==> src/rtl/collision_ctrl.sv <==
// rtl/collision_ctrl.sv - player/projectile collision detect with hit, invulnerability, lives and game-over sequencing
module collision_ctrl #(
    parameter int HIT_W      = 40,
    parameter int HIT_CYCLES = 1000000,
    parameter int INV_CYCLES = 50000000,
    parameter int LIVES_INIT = 3
) (
    input  logic        clk,
    input  logic        rst,
    input  logic [11:0] PLANE_x,
    input  logic [11:0] PLANE_y,
    input  logic [11:0] ENEMYPRO_x0,
    input  logic [11:0] ENEMYPRO_y0,
    input  logic [11:0] ENEMYPRO_x1,
    input  logic [11:0] ENEMYPRO_y1,
    input  logic [11:0] ENEMYPRO_x2,
    input  logic [11:0] ENEMYPRO_y2,
    input  logic        restart,
    output logic        CRASH,
    output logic [3:0]  lives,
    output logic        game_over,
    output logic [15:0] hit_count
);

    localparam int MAXC = (HIT_CYCLES > INV_CYCLES) ? HIT_CYCLES : INV_CYCLES;
    localparam int TW   = $clog2(MAXC + 1);

    localparam logic [12:0] HW13      = 13'(HIT_W);
    localparam logic [TW-1:0] HIT_END = TW'(HIT_CYCLES - 1);
    localparam logic [TW-1:0] INV_END = TW'(INV_CYCLES - 1);
    localparam logic [3:0]  LIVES_RST = 4'(LIVES_INIT);

    typedef enum logic [1:0] {PLAY, HIT, INVULN, OVER} state_t;

    state_t         state, state_n;
    logic           hit_q;
    logic [TW-1:0]  timer, timer_n;
    logic           crash_n;
    logic [3:0]     lives_n;
    logic           game_over_n;
    logic [15:0]    hit_count_n;
    logic           accept;
    logic [2:0]     ov;

    // One axis of the box test, widened by one bit so a box near 4095 cannot wrap onto 0
    function automatic logic axis_overlap(input logic [11:0] a, input logic [11:0] b);
        return (({1'b0, a} + HW13) > {1'b0, b}) && (({1'b0, b} + HW13) > {1'b0, a});
    endfunction

    // Per-projectile box overlap against the plane
    always_comb begin
        ov[0] = axis_overlap(PLANE_x, ENEMYPRO_x0) && axis_overlap(PLANE_y, ENEMYPRO_y0);
        ov[1] = axis_overlap(PLANE_x, ENEMYPRO_x1) && axis_overlap(PLANE_y, ENEMYPRO_y1);
        ov[2] = axis_overlap(PLANE_x, ENEMYPRO_x2) && axis_overlap(PLANE_y, ENEMYPRO_y2);
    end

    // Register the combined overlap; simultaneous overlaps collapse into one hit
    always_ff @(posedge clk) begin
        if (rst) begin
            hit_q <= 1'b0;
        end else begin
            hit_q <= |ov;
        end
    end

    // Next-state and next-output logic; INVULN's final cycle doubles as the first PLAY edge
    always_comb begin
        state_n     = state;
        timer_n     = timer;
        crash_n     = CRASH;
        lives_n     = lives;
        game_over_n = game_over;
        hit_count_n = hit_count;
        accept      = 1'b0;

        case (state)
            PLAY: begin
                accept = hit_q;
            end
            HIT: begin
                if (timer == HIT_END) begin
                    state_n = INVULN;
                    crash_n = 1'b0;
                    timer_n = '0;
                end else begin
                    timer_n = timer + 1'b1;
                end
            end
            INVULN: begin
                if (timer == INV_END) begin
                    state_n = PLAY;
                    timer_n = '0;
                    accept  = hit_q;
                end else begin
                    timer_n = timer + 1'b1;
                end
            end
            OVER: begin
                if (restart) begin
                    state_n     = PLAY;
                    lives_n     = LIVES_RST;
                    crash_n     = 1'b0;
                    game_over_n = 1'b0;
                    timer_n     = '0;
                end
            end
            default: begin
                state_n = PLAY;
            end
        endcase

        if (accept) begin
            hit_count_n = (hit_count == 16'hFFFF) ? hit_count : hit_count + 16'd1;
            crash_n     = 1'b1;
            timer_n     = '0;
            if (lives > 4'd1) begin
                state_n = HIT;
                lives_n = lives - 4'd1;
            end else begin
                state_n     = OVER;
                lives_n     = 4'd0;
                game_over_n = 1'b1;
            end
        end
    end

    // State and registered outputs
    always_ff @(posedge clk) begin
        if (rst) begin
            state     <= PLAY;
            timer     <= '0;
            CRASH     <= 1'b0;
            lives     <= LIVES_RST;
            game_over <= 1'b0;
            hit_count <= 16'd0;
        end else begin
            state     <= state_n;
            timer     <= timer_n;
            CRASH     <= crash_n;
            lives     <= lives_n;
            game_over <= game_over_n;
            hit_count <= hit_count_n;
        end
    end

endmodule

==> config.mk <==
export PLATFORM = sky130hd
export DESIGN_NAME = collision_ctrl
export DESIGN_NICKNAME = d
export VERILOG_FILES = /design/src/rtl/collision_ctrl.sv
export SDC_FILE = /design/constraint.sdc
export NUM_CORES = 1
export LEC_CHECK = 0
export ABC_AREA = 1
export BUFFER_PORTS_ARGS = -buffer_cell sky130_fd_sc_hd__buf_2
export CAP_MARGIN = 20
export CORE_MARGIN = 10
export CORE_UTILIZATION = 25
export DETAILED_ROUTE_END_ITERATION = 6
export GPL_ROUTABILITY_DRIVEN = 0
export GPL_TIMING_DRIVEN = 0
export MAX_ROUTING_LAYER = met4
export SLEW_MARGIN = 20
export SYNTH_ARGS = -nofsm -noshare
export SYNTH_HDL_FRONTEND = slang
export SYNTH_SLANG_ARGS = --single-unit
==> constraint.sdc <==
create_clock -name clk -period 5.9 [get_ports clk]
set_input_delay 0.295 -clock clk [delete_from_list [all_inputs] [get_ports clk]]
set_output_delay 0.295 -clock clk [all_outputs]
set_load 0.03 [all_outputs]
==> results of run 1 <==
-- final timing paths --
path / from / end / slack, ps / cells past startpoint
max: PLANE_x[3] / hit_q$_SDFF_PP0_ / 3050 / 18
min reg2reg: CRASH$_SDFFE_PP0P_ / CRASH$_SDFFE_PP0P_ / 470 / 2
max reg2reg: state[0]$_SDFFE_PP0P_ / timer[17]$_SDFFE_PP0P_ / 3740 / 13
min: restart / game_over$_SDFF_PP0_ / 300 / 4
-- synthesized netlist by cell type, types with 8 or more instances --
library cell,count,area share [%]
sky130_fd_sc_hd__nor3_1,34,2.1
sky130_fd_sc_hd__nand3_2,9,1.1
sky130_fd_sc_hd__ha_1,155,24
sky130_fd_sc_hd__nand2_1,294,14
sky130_fd_sc_hd__xor2_1,58,6.3
sky130_fd_sc_hd__nand3_1,102,6.3
sky130_fd_sc_hd__a21oi_2,11,1.2
sky130_fd_sc_hd__o21ai_0,24,1.5
sky130_fd_sc_hd__dfxtp_1,51,13
sky130_fd_sc_hd__nand2_2,8,0.62
sky130_fd_sc_hd__xnor2_1,12,1.3
sky130_fd_sc_hd__nor2_1,120,5.6
sky130_fd_sc_hd__a21oi_1,59,3.7
sky130_fd_sc_hd__nand3b_1,8,0.75
sky130_fd_sc_hd__inv_1,236,11
sky130_fd_sc_hd__nand4_1,22,1.7
-- per-stage QoR --
stage | util (%) | setup WS (ps) | std cells | total power, mW
3_3_place_gp | 28.9 | 2850 | 1789 | 0.930
4_1_cts | 29.3 | 3100 | 1797 | 1.24
5_1_grt | 29.3 | 2760 | 1797 | 1.34
3_5_place_dp | 28.9 | 2810 | 1789 | 0.946
6_report | 29.4 | 3050 | 1798 | 1.22
2_1_floorplan | - | 3740 | 1268 | 0.773
-- kinds of logic (layout without fill, tap and decap cells) --
group                    count (synthesis)  count (layout)  synth area share (%)
multiplexers                             1               1                 0.124
other                                    0               1                     0
AND/OR/NAND/NOR                        625             625                  34.9
AO/OA/AOI/OAI                          114             114                  8.18
flip-flops                              51              51                  12.7
buffers and inverters                  252             379                  12.4
XOR/XNOR                                70              70                  7.62
adder cells (fa/ha/maj)                155             155                  24.1
-- registers in the layout (all words and copies together) (netlist names) --
signal	cells
hit_q	1
hit_count	16
lives	4
timer	26
state	2
CRASH	1
game_over	1
-- layer usage --
layer  track usage (%)  part of all wire (%)
met3              1.72                   4.2
met1              15.2                    50
met2              19.8                    45
met4              1.60                  0.71
met5                 -                     0
-- area by class of cell --
cell class	count	area (sq um)
Clock inverter	2	12.5
Inverter	244	918
Fill cell	3493	22300
Tap cell	402	503
Sequential cell	51	1020
Buffer	8	78.8
Antenna cell	1	2.50
Multi-Input combinational cell	965	6030
Clock buffer	6	129
Timing Repair Buffer	119	596
-- report_power, final --
| part | internal (mW) | total, mW | switching (mW) |
|---|---|---|---|
| sequential | 0.354 | 0.367 | 0.0132 |
| combinational | 0.216 | 0.573 | 0.357 |
| clock | 0.157 | 0.285 | 0.128 |
| total | 0.726 | 1.22 | 0.498 |
-- tightest hold or removal path, cell delays in order --
cell and delay, ps:
sky130_fd_sc_hd__buf_2 90, sky130_fd_sc_hd__nand2_1 50, sky130_fd_sc_hd__nand2_1 50, sky130_fd_sc_hd__a21oi_1 50
==> Implementation_results.wiki, run 1 <==
{| class="wikitable"
! Metric !! Value
|-
| Outcome || finished clean
|-
| Fmax || 351 MHz
|-
| Placed cell area || 9140 sq um
|-
| Leading cell type in the layout, fill and taps excluded || sky130_fd_sc_hd__nand2_1
|-
| Post-CTS repair timing setup buffer count || 0
|-
| Post-synth EDFFs || 0
|-
| Routed vias || 8195
|-
| Post-detailed-route via-to-cell ratio || 4.56
|-
| Largest net degree at the start of global routing || 16
|-
| CP Buf/Inv Count || 3
|-
| Worst Skew || 7.81 ps
|-
| Share of synthesized registers carrying an async set or reset || 0%
|-
| Net count of the finished layout || 1648
|-
| Final slew viol count || 0
|-
| Cell area after layout || 9290 sq um
|-
| Root Buffer Master || sky130_fd_sc_hd__clkbuf_16
|-
| Number of iterations in the first detailed-routing pass || 5
|-
| Setup repair after global routing missed its margin || no
|-
| Total of warnings raised by yosys || 0
|-
| Crit path launch type || primary input
|-
| Number of unique standard cell types used by synthesis || 45
|-
| Standard-cell rows || 65
|-
| Starting DRT DRC Count || 382
|-
| Number of ports placed on the die boundary || 121
|-
| Areal power density over the cells || 132 nW/um^2
|-
| Antenna violations before repair || 0
|-
| Clock insertion delay at the later pin of the skew report || 290 ps
|-
| First-pass GRT wire length || 37.8 mm
|-
| Average wire per cell in the routed design || 12.9 um
|-
| Worst path top cell family by delay || simple AND/OR/NAND/NOR gates
|-
| Worst Setup Path Type || primary input to flop
|-
| Routed wire length || 23.1 mm
|-
| Final critical-path required period || 2850 ps
|-
| Average footprint of a synthesized cell || 6.34 sq um
|-
| Detailed Place HPWL || 20.6 mm
|-
| Hold WC Path Type || primary input to flop
|-
| Max-slew headroom || 52.7%
|-
| Critical-path maximum fanout || 3
|-
| Delay of the slowest cell on the worst path || 350 ps
|-
| Post-cts hold buffer count || 0
|-
| Most used cells in the layout excluding fill and tap cells || sky130_fd_sc_hd__nand2_1 (294), sky130_fd_sc_hd__inv_1 (236), sky130_fd_sc_hd__ha_1 (155)
|-
| Max clock buf depth || 2
|-
| Sink Count || 51
|-
| Die X || 199 um
|-
| Number of failing hold endpoints at the final stage || 0
|-
| Worst ir drop on vdd || 0.000104 V
|-
| Post-Syn Instances || 1268
|-
| Final ANT Viol Nets || 0
|-
| Post-synth design cell area || 8050 sq um
|-
| Initial core utilization || 25.4%
|-
| WP data arrival || 3090 ps
|-
| Area of the core || 31600 sq um
|-
| Most frequently used flop master after synthesis || sky130_fd_sc_hd__dfxtp_1
|-
| Global-route congestion overflow total || 0
|-
| PortBufs || 119
|-
| FF+latch count, synth || 51
|-
| Cts bufs inserted || 5
|-
| Final setup violating endpoints || 0
|-
| Number of remaining DRC errors || 0
|-
| Via count of the first global-routing pass || 8016
|-
| Worst hold slack after final layout || 298 ps
|-
| Setup TNS Final || 0 ps
|-
| Clock slew at reported path FFs || 70 ps
|-
| Max Cap Viol || 0
|-
| CTS tree || done
|-
| Share of cells above drive strength 1 || 13.3%
|-
| Total nets after synthesis || 1522
|-
| Static Leak || 4.88 nW
|-
| Kind of end point of the critical path || flop
|-
| Die area || 39800 sq um
|-
| Die height || 199 um
|-
| Resize count post-CTS || 0
|-
| Cell breakdown of the critical path || buf_2 -> ha_1 -> o21ai_0 -> nor2_1 -> nand3_1 -> xor2_1 -> ha_1 -> nand3_1 -> inv_1 -> nand3_1 -> nor2_1 -> nand2_1 -> nand4_1 -> nor2_1 -> nand3_1 -> nand3_1 -> nand2_1 -> inv_1
|-
| Global-route usage over all layers || 11.8%
|-
| Final worst path period share || 48.2%
|-
| Worst path slowest cell || sky130_fd_sc_hd__nor2_1
|-
| Data required time at the worst endpoint || 6140 ps
|-
| Layout-stage area growth over the synthesis result || 15.4%
|-
| Cell repeated most along the worst path || sky130_fd_sc_hd__nand3_1
|-
| Worst slew pin tran || 710 ps
|-
| Maximum level of the CTS H-tree || 2
|-
| Seq/Total Area, Yosys || 12.7%
|}
(Power assumes the default switching activity.)
==> run 2: changes to the inputs <==
Clock period 5.9 ns to 2.6 ns, I/O delays scaled along.
==> run 2 against run 1 <==
- count of clock-buffer cells in the layout unchanged
- critical path depth unchanged
- non-clock buffer count up 2
- cell count up 0.11%
- worst hold slack worse by 170 ps
- first-iteration DRC count up 10%
- via count up 0.17%
- clock power up 130%
- sequential power up 130%
- routed wire length up 0.19%
- global-route usage about the same
==> Implementation_results.wiki, run 2 (synthesis gave the netlist of run 1 again) <==
{| class="wikitable"
! Metric !! Value
|-
| Outcome || finished clean
|-
| CTS tree || done
|-
| Area of the core || 31600 sq um
|-
| Fmax || 429 MHz
|-
| WP data arrival || 2520 ps
|-
| Final ANT Viol Nets || 0
|-
| Number of flip-flops under the largest register name || 26
|-
| Delay of the slowest cell on the worst path || 310 ps
|-
| Worst path slowest cell || sky130_fd_sc_hd__xor2_1
|-
| Worst slew pin tran || 713 ps
|-
| Worst Setup Path Type || primary input to flop
|-
| Placed cell area || 9140 sq um
|-
| Final critical-path required period || 2330 ps
|-
| Number of iterations in the first detailed-routing pass || 5
|-
| Number of ports placed on the die boundary || 121
|-
| Internal power || 1.65 mW
|-
| Most used cells in the layout excluding fill and tap cells || sky130_fd_sc_hd__nand2_1 (293), sky130_fd_sc_hd__inv_1 (236), sky130_fd_sc_hd__ha_1 (155)
|-
| PortBufs || 119
|-
| First-pass GRT wire length || 37.8 mm
|-
| Share of cells above drive strength 1 || 14.0%
|-
| Final worst path period share || 89.6%
|-
| Register name with the most flops || timer
|-
| Max Cap Viol || 0
|-
| Routed wire length || 23.2 mm
|-
| Layout-stage area growth over the synthesis result || 16.1%
|-
| Post-Place Setup Slack || -323 ps
|-
| Power share of the sequential group || 29.9%
|-
| Average wire per cell in the routed design || 12.9 um
|-
| Relative contribution of the clock network to total power || 23.2%
|-
| Final-layout fill cell count || 3487
|-
| Die area || 39800 sq um
|-
| Net count of the finished layout || 1650
|-
| Sink Count || 51
|-
| Max-slew headroom || 52.5%
|-
| Final setup violating endpoints || 0
|-
| Starting DRT DRC Count || 421
|-
| Combinational power share || 46.9%
|-
| Standard-cell rows || 65
|-
| Clock slew at reported path FFs || 70 ps
|-
| Cell area after layout || 9340 sq um
|-
| Initial core utilization || 25.4%
|-
| Setup TNS Final || 0 ps
|-
| Worst ir drop on vdd || 0.000237 V
|-
| Number of failing hold endpoints at the final stage || 0
|-
| Cts bufs inserted || 5
|-
| Kind of end point of the critical path || flop
|-
| Die X || 199 um
|-
| Global-route usage over all layers || 11.8%
|-
| Switch Pwr || 1.14 mW
|-
| Post-cts hold buffer count || 0
|-
| Hold WC Path Type || primary input to flop
|-
| Via count of the first global-routing pass || 8019
|-
| Clock insertion delay at the later pin of the skew report || 290 ps
|-
| Crit path launch type || primary input
|-
| Detailed Place HPWL || 20.6 mm
|-
| Largest net degree at the start of global routing || 16
|-
| Antenna violations before repair || 0
|-
| Areal power density over the cells || 298 nW/um^2
|-
| Critical-path maximum fanout || 3
|-
| Worst Skew || 7.81 ps
|-
| Leading cell type in the layout, fill and taps excluded || sky130_fd_sc_hd__nand2_1
|-
| Final slew viol count || 0
|-
| Switching share of power || 40.7%
|-
| Max clock buf depth || 2
|-
| Worst hold slack after final layout || 133 ps
|-
| Maximum level of the CTS H-tree || 2
|-
| Root Buffer Master || sky130_fd_sc_hd__clkbuf_16
|-
| Setup repair after global routing missed its margin || no
|-
| Routed vias || 8209
|-
| Static Leak || 4.90 nW
|-
| Post-detailed-route via-to-cell ratio || 4.56
|-
| Global-route congestion overflow total || 0
|-
| Die height || 199 um
|-
| Cell breakdown of the critical path || buf_2 -> ha_1 -> nor2_1 -> nor2_1 -> nand2_1 -> nor3_1 -> xor2_1 -> ha_1 -> inv_1 -> nor2_1 -> and3_1 -> nand4_1 -> nand2_1 -> nor2_1 -> nand2_1 -> nand3_1 -> nand2_1 -> inv_1
|-
| Data required time at the worst endpoint || 2790 ps
|-
| Final setup margin || 270 ps
|-
| Number of remaining DRC errors || 0
|-
| Largest registers in the final layout || timer (26), hit_count (16), lives (4)
|}
==> run 2: cell types whose count changed in the layout (fill, tap and decap cells not counted), sizes merged <==
cell and delta:
buf +2
==> run 2: metal layers <==
metal	track usage, %	routed length, um
met5	-	0
met4	1.60	139
met3	1.72	977
met2	19.8	10600
met1	15.2	11500
==> run 2: power by group through the flow <==
stage / Clock, mW / Combinational (mW) / Sequential [mW]
finish: 0.647 / 1.31 / 0.832
detailed placement: 0 / 1.30 / 0.850
CTS: 0.679 / 1.31 / 0.831
floorplan: 0 / 0.906 / 0.847
global placement: 0 / 1.26 / 0.847
global route: 0.698 / 1.51 / 0.835
==> run 2: what timing repair did <==
action | 4_1_cts | 5_1_grt
hold endpoints to repair | 0 | 0
endpoints found under the setup margin | 1 | 1
gates resized for setup | 1 | 11
setup buffers | 0 | 2
pin swaps | 0 | 3
==> run 2: area by class of cell <==
type	count	area [sq um]	area share [%]
multi-input combinational	965	6070	64.9
sequential	51	1020	10.9
inverter	244	918	9.83
timing repair buffer	121	611	6.54
tap	402	503	5.38
clock buffer	6	129	1.38
buffer	8	78.8	0.844
clock inverter	2	12.5	0.134
antenna	1	2.50	0.0268
==> run 2: worst paths after layout <==
kind / start / end / slack, ps / depth (start not counted)
max reg2reg: state[0]$_SDFFE_PP0P_ / timer[17]$_SDFFE_PP0P_ / 450 / 13
min: restart / game_over$_SDFF_PP0_ / 130 / 4
max: PLANE_y[3] / hit_q$_SDFF_PP0_ / 270 / 18
min reg2reg: CRASH$_SDFFE_PP0P_ / CRASH$_SDFFE_PP0P_ / 470 / 2
==> run 2: critical path, delay by kind of cell <==
family	cells	cell delay, ps
xor gates and xnor gates	1	310
adders and majority gates	2	380
buffers and inverters	3	190
and+or+nand+nor	12	1500
==> run 2: through the flow <==
| stage | util (%) | total power, mW | instances |
|---|---|---|---|
| floorplan | - | 1.75 | 1268 |
| CTS | 29.4 | 2.82 | 1797 |
| global route | 29.5 | 3.05 | 1799 |
| global placement | 28.9 | 2.11 | 1789 |
| finish | 29.5 | 2.79 | 1800 |
| detailed placement | 28.9 | 2.15 | 1789 |
